$ cat src/rtl/median_seq_ctrl.sv
// Sequencer for the 1-D median filter: captures button-entered samples into the
// sample RAM, then per step fetches an edge-replicated 3-sample window and stores its median.
module median_seq_ctrl #(
    parameter int DW    = 8,
    parameter int AW    = 6,
    parameter int DEPTH = 64
) (
    input  logic          clock,
    input  logic          reset,
    input  logic          load,
    input  logic          load_pulse,
    input  logic          step_pulse,
    input  logic [DW-1:0] sample_in,
    output logic          mem_we,
    output logic [AW-1:0] mem_waddr,
    output logic [DW-1:0] mem_wdata,
    output logic [AW-1:0] mem_raddr,
    input  logic [DW-1:0] mem_rdata,
    output logic [DW-1:0] win0,
    output logic [DW-1:0] win1,
    output logic [DW-1:0] win2,
    output logic          win_valid,
    input  logic [DW-1:0] med_in,
    output logic          res_we,
    output logic [AW-1:0] res_addr,
    output logic [DW-1:0] res_data,
    output logic [AW:0]   count,
    output logic          full,
    output logic          busy,
    output logic          done,
    output logic [AW-1:0] disp_idx
);

    typedef enum logic [3:0] {
        S_IDLE    = 4'd0,
        S_CAPTURE = 4'd1,
        S_HOLD    = 4'd2,
        S_F0      = 4'd3,
        S_F1      = 4'd4,
        S_F2      = 4'd5,
        S_F3      = 4'd6,
        S_EVAL    = 4'd7,
        S_WRITE   = 4'd8,
        S_DONE    = 4'd9
    } state_t;

    localparam logic [AW:0]   DEPTH_C = (AW+1)'(DEPTH);
    localparam logic [AW:0]   ONE_W   = (AW+1)'(1);
    localparam logic [AW-1:0] ONE_A   = AW'(1);

    state_t        state_r;
    state_t        state_s;
    logic [AW-1:0] idx_r;
    logic          cap_accept_s;
    logic          abort_s;
    logic          last_s;
    logic [AW:0]   cap_count_s;
    logic [AW:0]   idx_ext_s;
    logic [AW-1:0] left_s;
    logic [AW-1:0] right_s;

    // Capture acceptance, load-abort detection and clamped window addresses
    always_comb begin
        idx_ext_s    = {1'b0, idx_r};
        cap_accept_s = (state_r == S_CAPTURE) && load_pulse && (count < DEPTH_C);
        abort_s      = load && (state_r != S_CAPTURE);
        last_s       = ((idx_ext_s + ONE_W) == count);
        if (cap_accept_s) begin
            cap_count_s = count + ONE_W;
        end else begin
            cap_count_s = count;
        end
        if (idx_r == {AW{1'b0}}) begin
            left_s = idx_r;
        end else begin
            left_s = idx_r - ONE_A;
        end
        if (last_s) begin
            right_s = idx_r;
        end else begin
            right_s = idx_r + ONE_A;
        end
    end

    // State register
    always_ff @(posedge clock or negedge reset) begin
        if (!reset) begin
            state_r <= S_IDLE;
        end else begin
            state_r <= state_s;
        end
    end

    // Next-state logic; a raised load outranks every state except CAPTURE itself
    always_comb begin
        state_s = state_r;
        if (abort_s) begin
            state_s = S_CAPTURE;
        end else begin
            case (state_r)
                S_IDLE:    state_s = S_IDLE;
                S_CAPTURE: begin
                    if (load) begin
                        state_s = S_CAPTURE;
                    end else if (cap_count_s != {(AW+1){1'b0}}) begin
                        state_s = S_HOLD;
                    end else begin
                        state_s = S_IDLE;
                    end
                end
                S_HOLD: begin
                    if (step_pulse && (idx_ext_s < count)) begin
                        state_s = S_F0;
                    end else begin
                        state_s = S_HOLD;
                    end
                end
                S_F0:      state_s = S_F1;
                S_F1:      state_s = S_F2;
                S_F2:      state_s = S_F3;
                S_F3:      state_s = S_EVAL;
                S_EVAL:    state_s = S_WRITE;
                S_WRITE: begin
                    if (last_s) begin
                        state_s = S_DONE;
                    end else begin
                        state_s = S_HOLD;
                    end
                end
                S_DONE:    state_s = S_DONE;
                default:   state_s = S_IDLE;
            endcase
        end
    end

    // Registered strobes and status flags, decoded from the upcoming state
    always_ff @(posedge clock or negedge reset) begin
        if (!reset) begin
            mem_we    <= 1'b0;
            win_valid <= 1'b0;
            res_we    <= 1'b0;
            busy      <= 1'b0;
            done      <= 1'b0;
        end else begin
            mem_we    <= cap_accept_s;
            win_valid <= (state_s == S_EVAL);
            res_we    <= (state_s == S_WRITE);
            busy      <= (state_s inside {S_F0, S_F1, S_F2, S_F3, S_EVAL, S_WRITE});
            done      <= (state_s == S_DONE);
        end
    end

    // Sample capture: write port, fill count and full flag
    always_ff @(posedge clock or negedge reset) begin
        if (!reset) begin
            mem_waddr <= {AW{1'b0}};
            mem_wdata <= {DW{1'b0}};
            count     <= {(AW+1){1'b0}};
            full      <= 1'b0;
        end else begin
            if (cap_accept_s) begin
                mem_waddr <= count[AW-1:0];
                mem_wdata <= sample_in;
            end
            if (abort_s) begin
                count <= {(AW+1){1'b0}};
                full  <= 1'b0;
            end else if (cap_accept_s) begin
                count <= cap_count_s;
                full  <= (cap_count_s == DEPTH_C);
            end
        end
    end

    // Window fetch: read address leads the data by one cycle, so each latch trails its read
    always_ff @(posedge clock or negedge reset) begin
        if (!reset) begin
            mem_raddr <= {AW{1'b0}};
            win0      <= {DW{1'b0}};
            win1      <= {DW{1'b0}};
            win2      <= {DW{1'b0}};
        end else begin
            case (state_s)
                S_F0:    mem_raddr <= left_s;
                S_F1:    mem_raddr <= idx_r;
                S_F2:    mem_raddr <= right_s;
                default: mem_raddr <= mem_raddr;
            endcase
            case (state_r)
                S_F1:    win0 <= mem_rdata;
                S_F2:    win1 <= mem_rdata;
                S_F3:    win2 <= mem_rdata;
                default: win0 <= win0;
            endcase
        end
    end

    // Result write-back and window index advance
    always_ff @(posedge clock or negedge reset) begin
        if (!reset) begin
            idx_r    <= {AW{1'b0}};
            res_addr <= {AW{1'b0}};
            res_data <= {DW{1'b0}};
            disp_idx <= {AW{1'b0}};
        end else begin
            if (state_r == S_EVAL) begin
                res_data <= med_in;
                res_addr <= idx_r;
            end
            if (abort_s) begin
                idx_r <= {AW{1'b0}};
            end else if (state_r == S_WRITE) begin
                idx_r    <= idx_r + ONE_A;
                disp_idx <= idx_r;
            end
        end
    end

endmodule

$ cat config.mk
export PLATFORM = sky130hd
export DESIGN_NAME = median_seq_ctrl
export DESIGN_NICKNAME = d
export VERILOG_FILES = /design/src/rtl/median_seq_ctrl.sv
export SDC_FILE = /design/constraint.sdc
export NUM_CORES = 1
export LEC_CHECK = 0
export ABC_AREA = 0
export BUFFER_PORTS_ARGS = -buffer_cell sky130_fd_sc_hd__buf_2
export CAP_MARGIN = 20
export CORE_MARGIN = 2
export CORE_UTILIZATION = 37
export CTS_BUF_LIST = sky130_fd_sc_hd__clkbuf_4 sky130_fd_sc_hd__clkbuf_8 sky130_fd_sc_hd__clkbuf_16
export CTS_CLUSTER_DIAMETER = 80
export DETAILED_ROUTE_END_ITERATION = 7
export PLACE_DENSITY = 0.6
export SLEW_MARGIN = 40
export SYNTH_ARGS = -nofsm -noshare
export SYNTH_HDL_FRONTEND = slang
export SYNTH_SLANG_ARGS = --single-unit
$ cat constraint.sdc
create_clock -name clock -period 3.1 [get_ports clock]
set_clock_uncertainty 0.05 [all_clocks]
set_input_delay 0.31 -clock clock [delete_from_list [all_inputs] [get_ports clock]]
set_output_delay 0.31 -clock clock [all_outputs]
set_load 0.01 [all_outputs]
==> summary.md <==
| Metric | Value |
|---|---|
| CTS Buf Count | `9` |
| CP startpoint kind | `flip-flop` |
| First DRT Iteration DRCs | `245` |
| Crit Path Category | `reg2reg` |
| Peak VDD IR | `402 uV` |
| Minimum clock period | `2.81 ns` |
| Fin util | `0.463` |
| Rows | `39` |
| Vias in the first global route | `3314` |
| DR DRC count | `0` |
| Critical path data arrival time | `2.99 ns` |
| Tcrit/Tclk final | `0.907` |
| Worst Max-Slew Pin Slew | `0.808 ns` |
| CP endpoint kind | `flip-flop` |
| Worst path required time | `3.28 ns` |
| Slew Limit Fails | `0` |
| CP Cell Sequence | `inv_1, ha_1, nor2b_1, o211ai_1, a2111o_1, a21o_1, o221a_1, a21oi_4, mux2_2` |
| NetSw | `1.19 mW` |
| # hold bufs at CTS | `0` |
| Share of power burned in registers | `0.421` |
| Post-route antenna net violation count | `0` |
| Layout cell share with drive strength beyond 1 | `0.371` |
| Yosys reg bits | `87` |
| Grt ovf | `0` |
| Hold crit path type | `in2async` |
| Drt total wl | `9990 um` |
| Total Nets Final | `538` |
| First-pass GRT wire length | `16600 um` |
| DR vias | `3321` |
| EDFF count, synth | `0` |
| Endpoints failing setup | `0` |
| Status | `finished with violations` |
| Final Hold Fails | `42` |
| Post-cts resize count | `0` |
| FF-to-FF End | `mem_raddr[3]` |
| Most frequent cells in the layout | `104 x buf_2, 87 x dfrtp_1, 66 x nand2_1` |
| Internal power | `2.49 mW` |
| Core ar. | `11300 um2` |
| Syn_nets | `434` |
| DP Wirelength | `7160 um` |
| Drt wl/cell | `15.4 um` |
| IO Pins | `106` |
| RSZ-0062 raised after global routing | `false` |
| Initial Util | `0.377` |
| Seq/Total Area, Yosys | `0.510` |
| Most common cell after layout, fill and taps aside | `buf_2` |
| Clock transition at path regs | `0.06 ns` |
| Cell variety after synth | `64` |
| Logic pwr share | `0.273` |
| Average cell area after synthesis | `10.8 um2` |
| Die Y | `111 um` |
| Largest net degree at the start of global routing | `88` |
| Leak Pwr | `2.68 nW` |
| Num Clock Sinks | `87` |
| TritonCTS clock tree | `done` |
| DR pass1 iterations | `4` |
| Worst Reg-to-Reg Cells | `9` |
| Max_cap viols | `0` |
| DIE WIDTH | `111 um` |
| Slowest stage cell, crit path | `dfrtp_1` |
| Slew margin rel. | `0.455` |
| Pwr Density | `702 nW/um2` |
| Top FF cell, synth | `dfrtp_1` |
| Fillers | `1090` |
| Family with the most delay on the worst path | `compound AO/OA/AOI/OAI gates` |
| GRT Total Usage | `0.167` |
| Reg2reg setup slack | `0.29 ns` |
| Sw frac | `0.322` |
| Ys async rst share | `1.00` |
| Hold WS | `-0.0678 ns` |
| Postcts setup bufs | `0` |
| ANT cells | `0` |
| GP Congestion | `0.874` |
| Max Fclk | `355 MHz` |
| Die ar. | `12400 um2` |
| CP peak stage delay | `0.48 ns` |
| Total negative setup slack | `0 ns` |
| Max Root-Sink Buffers | `2` |
| CTS H-tree depth | `3` |
| Worst Path Max Fanout | `10` |
| Violated checks | `negative hold slack` |
| Buf/Inv on CP | `1` |
| Clk_lat worst skew | `0.35 ns` |
| Clock share of power | `0.306` |
| Critical R2R Launch | `idx_r[0]` |
| Clk root buf | `clkbuf_16` |
| P&R area growth vs syn | `22.7%` |
| DR vias/cell | `5.13` |
| IO buf count | `105` |
| Cell Area, Synth | `4270 um2` |
| Initial antenna violation count | `0` |
| YS warnings | `0` |
| Syn Inst Count | `395` |
==> cell families after synthesis <==
logic type | Yosys count | share of synthesized area
AOI/OAI and AO/OA | 58 | 0.0988
adders and majority gates | 10 | 0.0293
xor gates and xnor gates | 18 | 0.0404
and+or+nand+nor | 151 | 0.180
DFF | 87 | 0.510
buffers and inverters | 32 | 0.0387
muxes | 39 | 0.103
==> stage by stage <==
stage               cell area [um2]  worst slack [ns]  total power [mW]  cells  hold WS, ns
floorplan                      4270             0.539              2.18    395      -0.0356
global placement               4920             0.392              2.55    631        0.406
detailed placement             4920             0.312              2.58    631        0.395
CTS                            5230             0.292              3.73    647       0.0135
global route                   5240            0.0861              3.90    647       0.0307
finish                         5240             0.287              3.68    647      -0.0678
==> cell usage after synthesis, types with 6 or more instances <==
master	n	area, um2
nor2b_1	6	37.5
nand2_1	66	248
dfrtp_1	87	2180
clkbuf_1	10	37.5
nor3_1	11	55.1
nand3_1	6	30.0
mux2_2	37	417
nor2_1	24	90.1
xnor2_1	11	96.3
ha_1	10	125
o21ai_0	18	90.1
inv_1	11	41.3
==> flip-flops by register name, indices dropped and copies added (netlist names) <==
register   flops
res_data       8
busy           1
full           1
count          7
mem_wdata      8
win1           8
win2           8
win_valid      1
mem_waddr      6
res_we         1
res_addr       6
mem_we         1
idx_r          6
disp_idx       6
state_r        4
win0           8
done           1
mem_raddr      6
==> worst reg2reg max path, cell delays in order, from the launching register on <==
cell and delay [ns]:
dfrtp_1 0.48, inv_1 0.20, ha_1 0.22, nor2b_1 0.11
o211ai_1 0.10, a2111o_1 0.42, a21o_1 0.20, o221a_1 0.38
a21oi_4 0.20, mux2_2 0.34
==> how the worst max path moves through the flow <==
stage / start / end / slack [ns] / depth (start not counted)
finish: idx_r[0] / mem_raddr[3] / 0.29 / 9
global route: idx_r[0] / mem_raddr[5] / 0.09 / 9
CTS: idx_r[0] / mem_raddr[5] / 0.29 / 9
detailed placement: idx_r[0] / mem_raddr[5] / 0.31 / 9
global placement: idx_r[0] / mem_raddr[3] / 0.39 / 9
floorplan: count[1] / mem_raddr[2] / 0.54 / 10
==> power by group through the flow <==
stage / combinational (mW) / clock [mW] / sequential, mW
floorplan: 0.519 / 0 / 1.66
global placement: 0.994 / 0 / 1.55
detailed placement: 1.02 / 0 / 1.56
CTS: 1.01 / 1.16 / 1.55
global route: 1.12 / 1.20 / 1.58
finish: 1.00 / 1.13 / 1.55
==> area by class of cell <==
| type | instances | area, um2 | area share |
|---|---|---|---|
| Timing Repair Buffer | 113 | 594 | 0.113 |
| Clock inverter | 7 | 85.1 | 0.0162 |
| Multi-Input combinational cell | 276 | 1930 | 0.369 |
| Tap cell | 143 | 179 | 0.0341 |
| Clock buffer | 9 | 225 | 0.0430 |
| Sequential cell | 87 | 2180 | 0.415 |
| Inverter | 12 | 45.0 | 0.00860 |
==> metal layers <==
layer / global-route usage / share of wire / wire length (um)
met4: 0.0683 / 0.019 / 185
met3: 0.0501 / 0.066 / 662
met5: 0 / 0 / 0
met1: 0.229 / 0.46 / 4590
met2: 0.248 / 0.46 / 4560
(Power assumes the default switching activity.)
